`config.mk`:
```
export PLATFORM = sky130hd
export DESIGN_NAME = vm_vending_machine
export DESIGN_NICKNAME = d
export VERILOG_FILES = /design/src/rtl/vm_vending_machine.sv
export SDC_FILE = /design/constraint.sdc
export NUM_CORES = 1
export LEC_CHECK = 0
export CORE_MARGIN = 1
export CORE_UTILIZATION = 45
export CTS_CLUSTER_DIAMETER = 120
export DETAILED_ROUTE_END_ITERATION = 16
export GPL_TIMING_DRIVEN = 0
export HOLD_SLACK_MARGIN = 0.12
export SYNTH_ARGS = -nofsm -noshare
export SYNTH_HDL_FRONTEND = slang
export SYNTH_SLANG_ARGS = --single-unit
```
`constraint.sdc`:
```
create_clock -name clk -period 9.6 [get_ports clk]
set_clock_uncertainty 0.05 [all_clocks]
set_input_delay 1.44 -clock clk [delete_from_list [all_inputs] [get_ports clk]]
set_output_delay 1.44 -clock clk [all_outputs]
set_load 0.02 [all_outputs]
```
`src/rtl/vm_vending_machine.sv`:
```
// -----------------------------------------------------------------------------
// vm_vending_machine
// Vending-machine controller for a 32-slot machine. It holds a programmable
// price table and accumulates deposits into a credit balance. It vends a slot
// when the credit covers its price, then pays out any change. On cancel it
// returns the whole credit.
//
// Ports
//   clk            system clock, rising edge
//   rst            synchronous active-high reset
//   i_deposit      value of the coin/note presented this cycle
//   i_deposited    one-cycle deposit event strobe
//   i_select       slot index 0..31
//   i_selected     one-cycle selection strobe (purchase, or price write in MAINT)
//   i_price        price to program for i_select (MAINT only)
//   i_cancel       request full refund of credit
//   i_maintenance  level, enters/holds price-programming mode
//   o_refund       pulse: change of o_balance units dispensed after a vend
//   o_refundall    pulse: full credit of o_balance units returned on cancel
//   o_depositall   pulse: previous cycle's deposit was rejected and returned
//   o_product      dispensed slot, non-zero only while in VEND
//   o_balance      current credit, or the amount being paid out
//   o_state        FSM state code
// -----------------------------------------------------------------------------
module vm_vending_machine (
  input  logic       clk,
  input  logic       rst,
  input  logic [9:0] i_deposit,
  input  logic       i_deposited,
  input  logic [4:0] i_select,
  input  logic       i_selected,
  input  logic [9:0] i_price,
  input  logic       i_cancel,
  input  logic       i_maintenance,
  output logic       o_refund,
  output logic       o_refundall,
  output logic       o_depositall,
  output logic [4:0] o_product,
  output logic [9:0] o_balance,
  output logic [2:0] o_state
);

  localparam logic [2:0] S_IDLE   = 3'd0;
  localparam logic [2:0] S_CREDIT = 3'd1;
  localparam logic [2:0] S_VEND   = 3'd2;
  localparam logic [2:0] S_CHANGE = 3'd3;
  localparam logic [2:0] S_CANCEL = 3'd4;
  localparam logic [2:0] S_MAINT  = 3'd5;

  logic [2:0] r_state;
  logic [9:0] r_balance;
  logic [4:0] r_product;
  logic       r_refund;
  logic       r_refundall;
  logic       r_depositall;
  logic [9:0] r_price [32];

  logic [9:0]  w_sel_price;
  logic [10:0] w_sum;
  logic        w_can_buy;
  logic        w_new_coin;

  assign w_sel_price = r_price[i_select];
  // Carry bit of the 11-bit sum flags a balance that would exceed 1023.
  assign w_sum       = {1'b0, r_balance} + {1'b0, i_deposit};
  assign w_can_buy   = i_selected && (w_sel_price != 10'd0) && (r_balance >= w_sel_price);
  assign w_new_coin  = i_deposited && (i_deposit != 10'd0);

  always_ff @(posedge clk) begin
    if (rst) begin
      r_state      <= S_IDLE;
      r_balance    <= '0;
      r_product    <= '0;
      r_refund     <= 1'b0;
      r_refundall  <= 1'b0;
      r_depositall <= 1'b0;
    end else begin
      // NOTE: pulses default low here and are overridden below; with
      // non-blocking assignments the last write in the block wins, so each
      // pulse lasts exactly one cycle without extra clearing logic.
      r_refund     <= 1'b0;
      r_refundall  <= 1'b0;
      r_depositall <= 1'b0;
      case (r_state)
        S_IDLE: begin
          r_balance <= '0;
          r_product <= '0;
          if (i_maintenance) begin
            r_state      <= S_MAINT;
            r_depositall <= i_deposited;
          end else if (w_new_coin) begin
            r_balance <= i_deposit;
            r_state   <= S_CREDIT;
          end
        end
        S_CREDIT: begin
          // A coin arriving with a cancel or a successful vend cannot be
          // credited, so it is handed back rather than swallowed.
          if (i_cancel) begin
            r_state      <= S_CANCEL;
            r_refundall  <= 1'b1;
            r_depositall <= i_deposited;
          end else if (w_can_buy) begin
            r_state      <= S_VEND;
            r_product    <= i_select;
            r_balance    <= r_balance - w_sel_price;
            r_depositall <= i_deposited;
          end else if (w_new_coin) begin
            if (!w_sum[10]) r_balance    <= w_sum[9:0];
            else            r_depositall <= 1'b1;
          end
        end
        S_VEND: begin
          r_product    <= '0;
          r_depositall <= i_deposited;
          if (r_balance != 10'd0) begin
            r_state  <= S_CHANGE;
            r_refund <= 1'b1;
          end else begin
            r_state <= S_IDLE;
          end
        end
        S_CHANGE, S_CANCEL: begin
          r_state      <= S_IDLE;
          r_balance    <= '0;
          r_depositall <= i_deposited;
        end
        S_MAINT: begin
          r_depositall <= i_deposited;
          if (!i_maintenance) r_state <= S_IDLE;
        end
        default: begin
          r_state   <= S_IDLE;
          r_balance <= '0;
          r_product <= '0;
        end
      endcase
    end
  end

  // Price table. A write issued in the cycle maintenance drops is still taken
  // because the qualifier is the current state, not the level input.
  always_ff @(posedge clk) begin
    if (rst) begin
      // NOTE: the price table is a register array cleared on reset, because
      // a zero price marks a slot unavailable; a RAM macro could not be
      // cleared in one cycle like this.
      for (int i = 0; i < 32; i++) r_price[i] <= '0;
    end else if ((r_state == S_MAINT) && i_selected) begin
      r_price[i_select] <= i_price;
    end
  end

  assign o_state      = r_state;
  assign o_balance    = r_balance;
  assign o_product    = r_product;
  assign o_refund     = r_refund;
  assign o_refundall  = r_refundall;
  assign o_depositall = r_depositall;

endmodule

```
## Yosys cells after proc, flatten, opt, wreduce, memory -nomap -nowiden

Memory sizes are Yosys's and may differ from the RTL's.
Cells that the tools add are included.

| storage, ports and cells | value |
|---|---|
| register bits | 21 |
| RAM bits | 320 |
| input bits | 31 |
| output and inout bits | 21 |
| word-level logic and storage cells | 76 |
| memories kept | 1 |

Memory list:

| memory | depth | bits a word | rd ports | clocked after Yosys merged registers in | write ports | RTL line | RTL |
|---|---|---|---|---|---|---|---|
| r_price | 32 | 10 | 1 | 0 | 32 | 56 | `logic [9:0] r_price [32];` |

| operators by class | value |
|---|---|
| add/sub/neg operators | 2 |
| order comparisons | 1 |
| equality and inequality tests | 12 |
| multiplexer cells | 33 |
| bitwise operators | 4 |
| reduce and logical (&&, ||, !) cells | 17 |

Operator list:

| cell | number |
|---|---|
| two-way mux 10 bit | 7 |
| one-hot mux 10 bit (3 select lines) | 1 |
| nonzero test 10 bit | 3 |
| two-way mux 3 bit | 5 |
| two-way mux 5 bit | 3 |
| two-way mux 1 bit | 13 |
| inequality test 3 bit (second input constant) | 4 |
| one-hot mux 3 bit (4 select lines) | 1 |
| adder 10 x 10 -> 11 bit | 1 |
| >= comparator 10 bit | 1 |
| one-hot mux 5 bit (2 select lines) | 1 |
| OR reduction 10 bit | 1 |
| subtractor 10 bit | 1 |
| equality test 3 x 2 -> 1 bit (second input constant) | 2 |
| equality test 3 bit (second input constant) | 2 |
| inequality test 2 bit (second input constant) | 3 |
| AND reduction 3 bit | 2 |
| OR reduction 2 bit | 3 |
| logical AND 1 bit | 4 |
| inverter 1 bit | 4 |
| AND reduction 4 bit | 1 |
| OR reduction 4 bit | 1 |
| equality test 3 x 1 -> 1 bit (second input constant) | 1 |
| zero test 3 bit | 1 |
| 3 further kinds | 3 |

## Depth between registers and ports, before layout

Gate-level depths: netlist of run 1.

| depth | value |
|---|---|
| depth after elaboration | 7 |
| depth in mapped cells | 19 |
| gate-level depth less buffers | 14 |

## Worst setup path before layout of run 1

Ideal clock, no wire load.

| path | value |
|---|---|
| path type | input to register |
| start point | input i_select[2] |
| end point | register r_balance[2] (netlist: o_balance[2]) |
| setup time | 0.095 ns |
| arrival time | 4.804 ns |
| data required time | 9.455 ns |
| slack | 4.651 ns |
| stages | 17 |
| path buffers | 3 |
| cell sequence | buf_2 > or4b_2 > clkbuf_1 > o22ai_1 > nor4_1 > nand2_1 > ha_1 > fa_1 > nor2b_1 > o21ai_0 > a21oi_1 > a2111oi_0 > a21oi_1 > o211a_1 > buf_4 > mux2i_1 > a221oi_1 |

| on the way | value |
|---|---|
| word-level cells in the longest chain between the ends | 7 |
| elaborated cells between the ends (all ways) | 12 |
| classes of those cells | add/sub (1); order compare (1); eq/ne (2); mux (3); reduce/logical (4); memory (1) |

RTL lines:

| what | RTL line | RTL |
|---|---|---|
| start, declared | 30 | `input logic [4:0] i_select,` |
| memory read (32 x 10 bit) * | n/a |  |
| branches (longest 6 deep; another with >= comparator 10 bit) | n/a |  |
| end signal, assigned | 92 | `r_balance <= i_deposit;` |
| end signal, assigned | 106 | `r_balance <= r_balance - w_sel_price;` |
| end signal, assigned | 109 | `if (!w_sum[10]) r_balance <= w_sum[9:0];` |
| end, declared | 51 | `logic [9:0] r_balance;` |

Mark *: on every way between the ends. The select of a mux whose other input is x is not followed.
A chain may end at the register's enable or synchronous reset.

## Worst setup path after layout of run 1

| path | value |
|---|---|
| start point | input i_select[4] |
| end point | register r_product[3] (netlist: o_product[3]) |

| on the way | value |
|---|---|
| word-level cells in the longest chain between the ends | 6 |
| elaborated cells between the ends (all ways) | 7 |
| classes of those cells | order compare (1); eq/ne (1); reduce/logical (4); memory (1) |

RTL lines:

| what | RTL line | RTL |
|---|---|---|
| memory read (32 x 10 bit) * | n/a |  |
| branches (longest 2 deep; another with >= comparator 10 bit) | n/a |  |
| logical AND 1 bit * | 66 | `assign w_can_buy = i_selected && (w_sel_price != 10'd0) && (r_balance >= w_sel_price);` |
| inequality test 2 bit (no line) * | n/a |  |
| AND reduction 3 bit (no line) * | n/a |  |
| end signal, assigned | 105 | `r_product <= i_select;` |
| end, declared | 52 | `logic [4:0] r_product;` |

Mark *: on every way between the ends.

==> metrics.txt, run 1 <==
status=completed; wire length per cell=27.71 um; Max-Cap Viols=0; drt initial violations=1210; gp weighted congestion=0.9727; mux contribution to synthesized area=0.1030; number of top-level pins=52; die area=39040 um2; Worst Setup End Kind=flip-flop; Vias/cell=5.825; mapped cell area=17210 um2; Final Cycle Share=0.7141; Initial Util=0.4570; maximum VDD drop=0.1195 mV; # fillers=3305; Net Count, Synth=1443; Hold Slack=505.3 ps; critical path type=input pin to flip-flop; R2R Setup Slk=4980 ps; Die H=197.6 um; most frequent cell after synthesis=and2_1; vias=11750; H-tree Lvls=2; post-synth top area share=0.5582; Worst Slack Setup Final=2744 ps; mean area per synthesized cell=12.38 um2; Fin Setup TNS=0 ps; final global-route overflow total=0; layout cells sized above 1=0.09435; Synth Warn #=0; Async SR Flop Fraction=0; post-synthesis sequential area ratio=0.5826; cts bufs inserted=38; Site Rows=71; Clock Latency Late Sink=540 ps; Total GRT Usage=0.2899; FMAX=145.9 MHz; Pins Over Slew Limit=0; Synth area leaders=edfxtp_1 56%, and2_1 12%, mux2i_1 8.1%; EDFF count, synth=320; port buffer count=48; xor/xnor share of the synthesized area=0.005088; P_leak=7.353 nW; largest area contributor in the netlist=edfxtp_1; total wire length=55890 um; final core utilization=0.5181; Compound-Gate Fraction of Synth Area=0.06106; # clock sinks=341; post-synthesis register bit count=341; post-CTS setup buffers=0; DR pass1 iterations=5; WP data required=9950 ps; Setup Viol. Count Final=0; crit path max fanout=10; post-DP HPWL=38650 um; CTS Root Cell=clkbuf_16; slew margin rel.=0.3029; Slew @ Worst Pin=1046 ps; largest family of logic cells by synthesized area=simple AND/OR/NAND/NOR gates; Post-Synth Simple-Gate Area=0.1947; Tmin final=6856 ps; Remaining DRCs=0; power per cell area=196.0 nW/um2; Commonest cells post-synth=333 x and2_1, 320 x edfxtp_1, 140 x mux2i_1; Area Overhead vs Synth=13.36%; Nets=1531; first-pass GRT wire length=78780 um; Hold/Removal Path Class=flip-flop to flip-flop; commonest register cell after synthesis=edfxtp_1; Clock Pin Slew Worst Setup and Hold Paths=60 ps; number of global-route vias before repair=11420; # resized after CTS=0; Worst setup SP type=input pin; CP arrival=7200 ps; Distinct cells, synth=60; DIE WIDTH=197.6 um; adder-cell share of the synthesized area=0.01686; clk buf depth=3; CTS Hold Bufs=0; unrepaired setup endpoints after global routing=false; largest net degree at the start of global routing=14; final hold violations=0; Syn Inst Count=1390; pre-CTS WS=2360 ps; Post-DRT Antenna Nets=0; CTS tree=built; core area=37670 um2; initial antenna violation count=4; total design power=3.826 mW
cell families after synthesis:
family                   Yosys count
flip-flops                       341
multiplexers                     157
adder cells (fa/ha/maj)           22
buffers and inverters            146
AO/OA/AOI/OAI                    152
AND/OR/NAND/NOR                  562
XOR/XNOR                          10
routing by layer:
metal  vias up  GRT usage  wire, um
met5         -          0        24
met4         4     0.1355      2750
met3       132    0.05942      4689
met2       534     0.4558     25310
met1      5830     0.3848     23120
li1       5249          -         -
worst max-delay path, stage by stage:
cell and delay [ps]:
clkdlybuf4s50_1 600, buf_2 240, clkbuf_1 750, nand4b_1 670, o22ai_1 440, nor4_1 100, nand2_1 170, ha_1 210
fa_1 210, nor2b_1 60, o21ai_0 280, a21oi_1 120, a2111oi_0 780, a21oi_1 300, o211a_1 230, clkbuf_1 220
a32oi_1 260, a21oi_1 90
flip-flops by register name (all words and copies together), names as in the netlist:
register and count:
r_price 320, o_refundall 1, o_refund 1, o_depositall 1, o_state 3, o_product 5, o_balance 10
report_power, final:
group / switching (mW) / internal [mW]
Sequential: 0.0406 / 1.68
Clock: 0.600 / 0.820
Combinational: 0.427 / 0.255
Total: 1.07 / 2.76
layout make-up:
| type | instances | area [um2] | share of cell area |
|---|---|---|---|
| Sequential cell | 341 | 10030 | 0.5140 |
| Timing Repair Buffer | 48 | 480.5 | 0.02462 |
| Clock inverter | 24 | 186.4 | 0.009554 |
| Inverter | 24 | 90.09 | 0.004617 |
| Clock buffer | 43 | 991.0 | 0.05078 |
| Antenna cell | 1 | 2.502 | 0.0001282 |
| Buffer | 122 | 541.8 | 0.02776 |
| Tap cell | 511 | 639.4 | 0.03276 |
| Multi-Input combinational cell | 903 | 6553 | 0.3358 |
final timing paths:
kind | startpoint | endpoint | depth (start not counted)
max | i_select[4] | o_product[3] | 18
min reg2reg | o_balance[5] | o_balance[5] | 2
min | o_balance[5] | o_balance[5] | 2
max reg2reg | r_price[13][4] | o_product[3] | 14
placed cells by master, fill, tap and decap left out, drive strengths merged, types with 4 or more instances in the layout:
cell             n
a311oi          12
a221oi          10
nand4bb          6
a21o             8
xnor2            6
and2           333
nand4            6
nand4b           4
a31oi            4
a32oi            4
o22ai           65
inv             25
xor2             4
and3             5
or3              7
o21ai            7
nor2            67
mux2i          140
nor3b            4
nand3            8
clkbuf         135
nor3             9
nand3b           9
dfxtp           21
nor2b            5
a22oi            8
or4b             4
buf             30
a21oi           17
mux4            16
clkinv          20
nand2           29
or2             35
clkdlybuf4s50   48
edfxtp         320
nor4            20
ha              20
per-stage QoR:
step	instance area (um2)	std cells
2_1_floorplan	17210	1390
3_3_place_gp	18330	1949
3_5_place_dp	18330	1949
4_1_cts	19510	2016
5_1_grt	19510	2016
6_report	19510	2017
Note: power is estimated with default switching activity, not from simulation.
==> run 2: changes to the inputs <==
Clock period 9.6 ns to 5.6 ns, I/O delays scaled along.
==> run 2 against run 1 <==
Hold slack got worse by 1.6 ps. Combinational power rose by 72%. Setup slack worse by 2600 ps. Core utilization rose by 0.11 points. Critical path depth shrank 1. Count of clock-buffer cells in the layout did not move. First-iteration DRC count shrank 2.9%. Non-clock buffer count is 5 higher. Final cell count is 0.25% higher. Power up 71%. Clock power up 71%. Via count up 0.94%. Critical endpoint unchanged. Largest cell class unchanged.
==> metrics.txt, run 2 (synthesis gave the netlist of run 1 again) <==
crit path max fanout=10; Area Overhead vs Synth=13.61%; wire length per cell=27.69 um; H-tree Lvls=2; Die H=197.6 um; # fillers=3301; Pins Over Slew Limit=0; CP arrival=5760 ps; final hold violations=0; CP startpoint=i_select[4]; vias=11860; gp weighted congestion=0.9727; slew margin rel.=0.3131; drt initial violations=1175; P_leak=7.383 nW; Vias/cell=5.865; commonest non-fill, non-tap cell in the layout=and2_1; final non-filler cell area=19560 um2; Setup Viol. Count Final=0; Remaining DRCs=0; R2R cell count=14; status=completed; critical path type=input pin to flip-flop; Hold/Removal Path Class=flip-flop to flip-flop; max FFs per register=320; largest net degree at the start of global routing=14; Nets=1536; Final Cycle Share=0.9669; Max-Cap Viols=0; Total GRT Usage=0.2898; M1 WL=23090 um; Worst Setup End Kind=flip-flop; initial antenna violation count=4; most frequent cells in the layout=333 x and2_1, 320 x edfxtp_1, 140 x mux2i_1, 92 x clkbuf_1, 67 x nor2_1; power per cell area=335.3 nW/um2; CTS Root Cell=clkbuf_16; FMAX=184.7 MHz; Clock Latency Late Sink=540 ps; worst setup path end=o_product[3]; die area=39040 um2; Clock Pin Slew Worst Setup and Hold Paths=60 ps; hold wc startpoint=o_balance[5]; layout cells sized above 1=0.09934; Post-DRT Antenna Nets=0; Worst setup SP type=input pin; worst r2r dst=o_product[3]; first-pass GRT wire length=78670 um; Initial Util=0.4570; maximum VDD drop=0.2035 mV; # clock sinks=341; metal2 WL=25580 um; dpl cell area=18330 um2; DR pass1 iterations=5; WP data required=5950 ps; Site Rows=71; DIE WIDTH=197.6 um; post-DP HPWL=38650 um; Top Metal Used=met5; CTS Hold Bufs=0; core area=37670 um2; Placed Cells=1949; met3 wire length=4599 um; clk buf depth=3; Reg with most FFs=r_price; CTS tree=built; number of global-route vias before repair=11430; Critical R2R Launch=r_price[13][4]; Slew @ Worst Pin=1030 ps; R2R Setup Slk=1220 ps; total design power=6.558 mW; cts bufs inserted=38; Tmin final=5415 ps; final global-route overflow total=0; total wire length=56000 um; number of top-level pins=52; port buffer count=48; Layout Cells excl Fill=2022
run 2: cell types whose count changed in the layout (fill, tap and decap cells not counted), sizes merged:
| cell | delta |
|---|---|
| buf | +5 |
run 2: area by class of cell:
| class | instances | area, um2 | area share |
|---|---|---|---|
| repair buffers | 53 | 518.0 | 0.02649 |
| clock inverters | 24 | 186.4 | 0.009533 |
| inverters | 24 | 90.09 | 0.004607 |
| flip-flops and latches | 341 | 10030 | 0.5129 |
| clock buffers | 43 | 991.0 | 0.05067 |
| plain buffers | 122 | 545.5 | 0.02790 |
| well taps | 511 | 639.4 | 0.03269 |
| diodes | 1 | 2.502 | 0.0001280 |
| multi-input cells | 903 | 6554 | 0.3351 |
run 2: worst max-delay path, stage by stage:
cell	delay [ps]
clkdlybuf4s50_1	600
buf_2	250
clkbuf_1	330
nand4b_1	510
o22ai_1	530
nor4_1	120
nand2_1	220
inv_1	80
ha_1	370
nand4_1	140
a21oi_1	60
a2111oi_1	620
a21oi_1	280
o211a_1	220
clkbuf_1	220
a32oi_1	260
a21oi_1	90
run 2: metrics by stage:
stage / util / TNS (ps) / worst slack (ps) / hold slack [ps]
final: 0.5192 / 0 / 185.3 / 503.7
after CTS: 0.5181 / 0 / 98.44 / 509.0
after detailed placement: 0.4867 / -17910 / -1040 / 499.9
after global routing: 0.5191 / -5.759 / -5.759 / 529.8
after global placement: 0.4867 / -16650 / -954.0 / 496.0
after floorplan: - / 0 / 1251 / 532.3
run 2: report_power, final:
group          total (mW)  internal (mW)  leakage [nW]  switching, mW
Sequential           2.95           2.88          3.48         0.0693
Clock                2.43           1.41         0.587           1.02
Combinational        1.17          0.439          3.32          0.735
run 2: how the worst min path moves through the flow:
stage | to | slack (ps) | depth (start not counted)
2_1_floorplan | o_balance[8] | 530 | 2
3_3_place_gp | o_balance[4] | 500 | 2
3_5_place_dp | o_balance[4] | 500 | 2
4_1_cts | o_balance[4] | 510 | 2
5_1_grt | o_balance[3] | 530 | 2
6_report | o_balance[5] | 500 | 2
run 2: metal layers:
layer / vias up / global-route usage
met5: - / 0
met1: 5916 / 0.3822
li1: 5259 / -
met2: 546 / 0.4563
met4: 2 / 0.1355
met3: 136 / 0.06198
run 2: timing repair:
action	CTS	global route
pin swaps	1	2
gates resized for setup	4	0
setup endpoints to repair	18	17
setup buffers	0	5
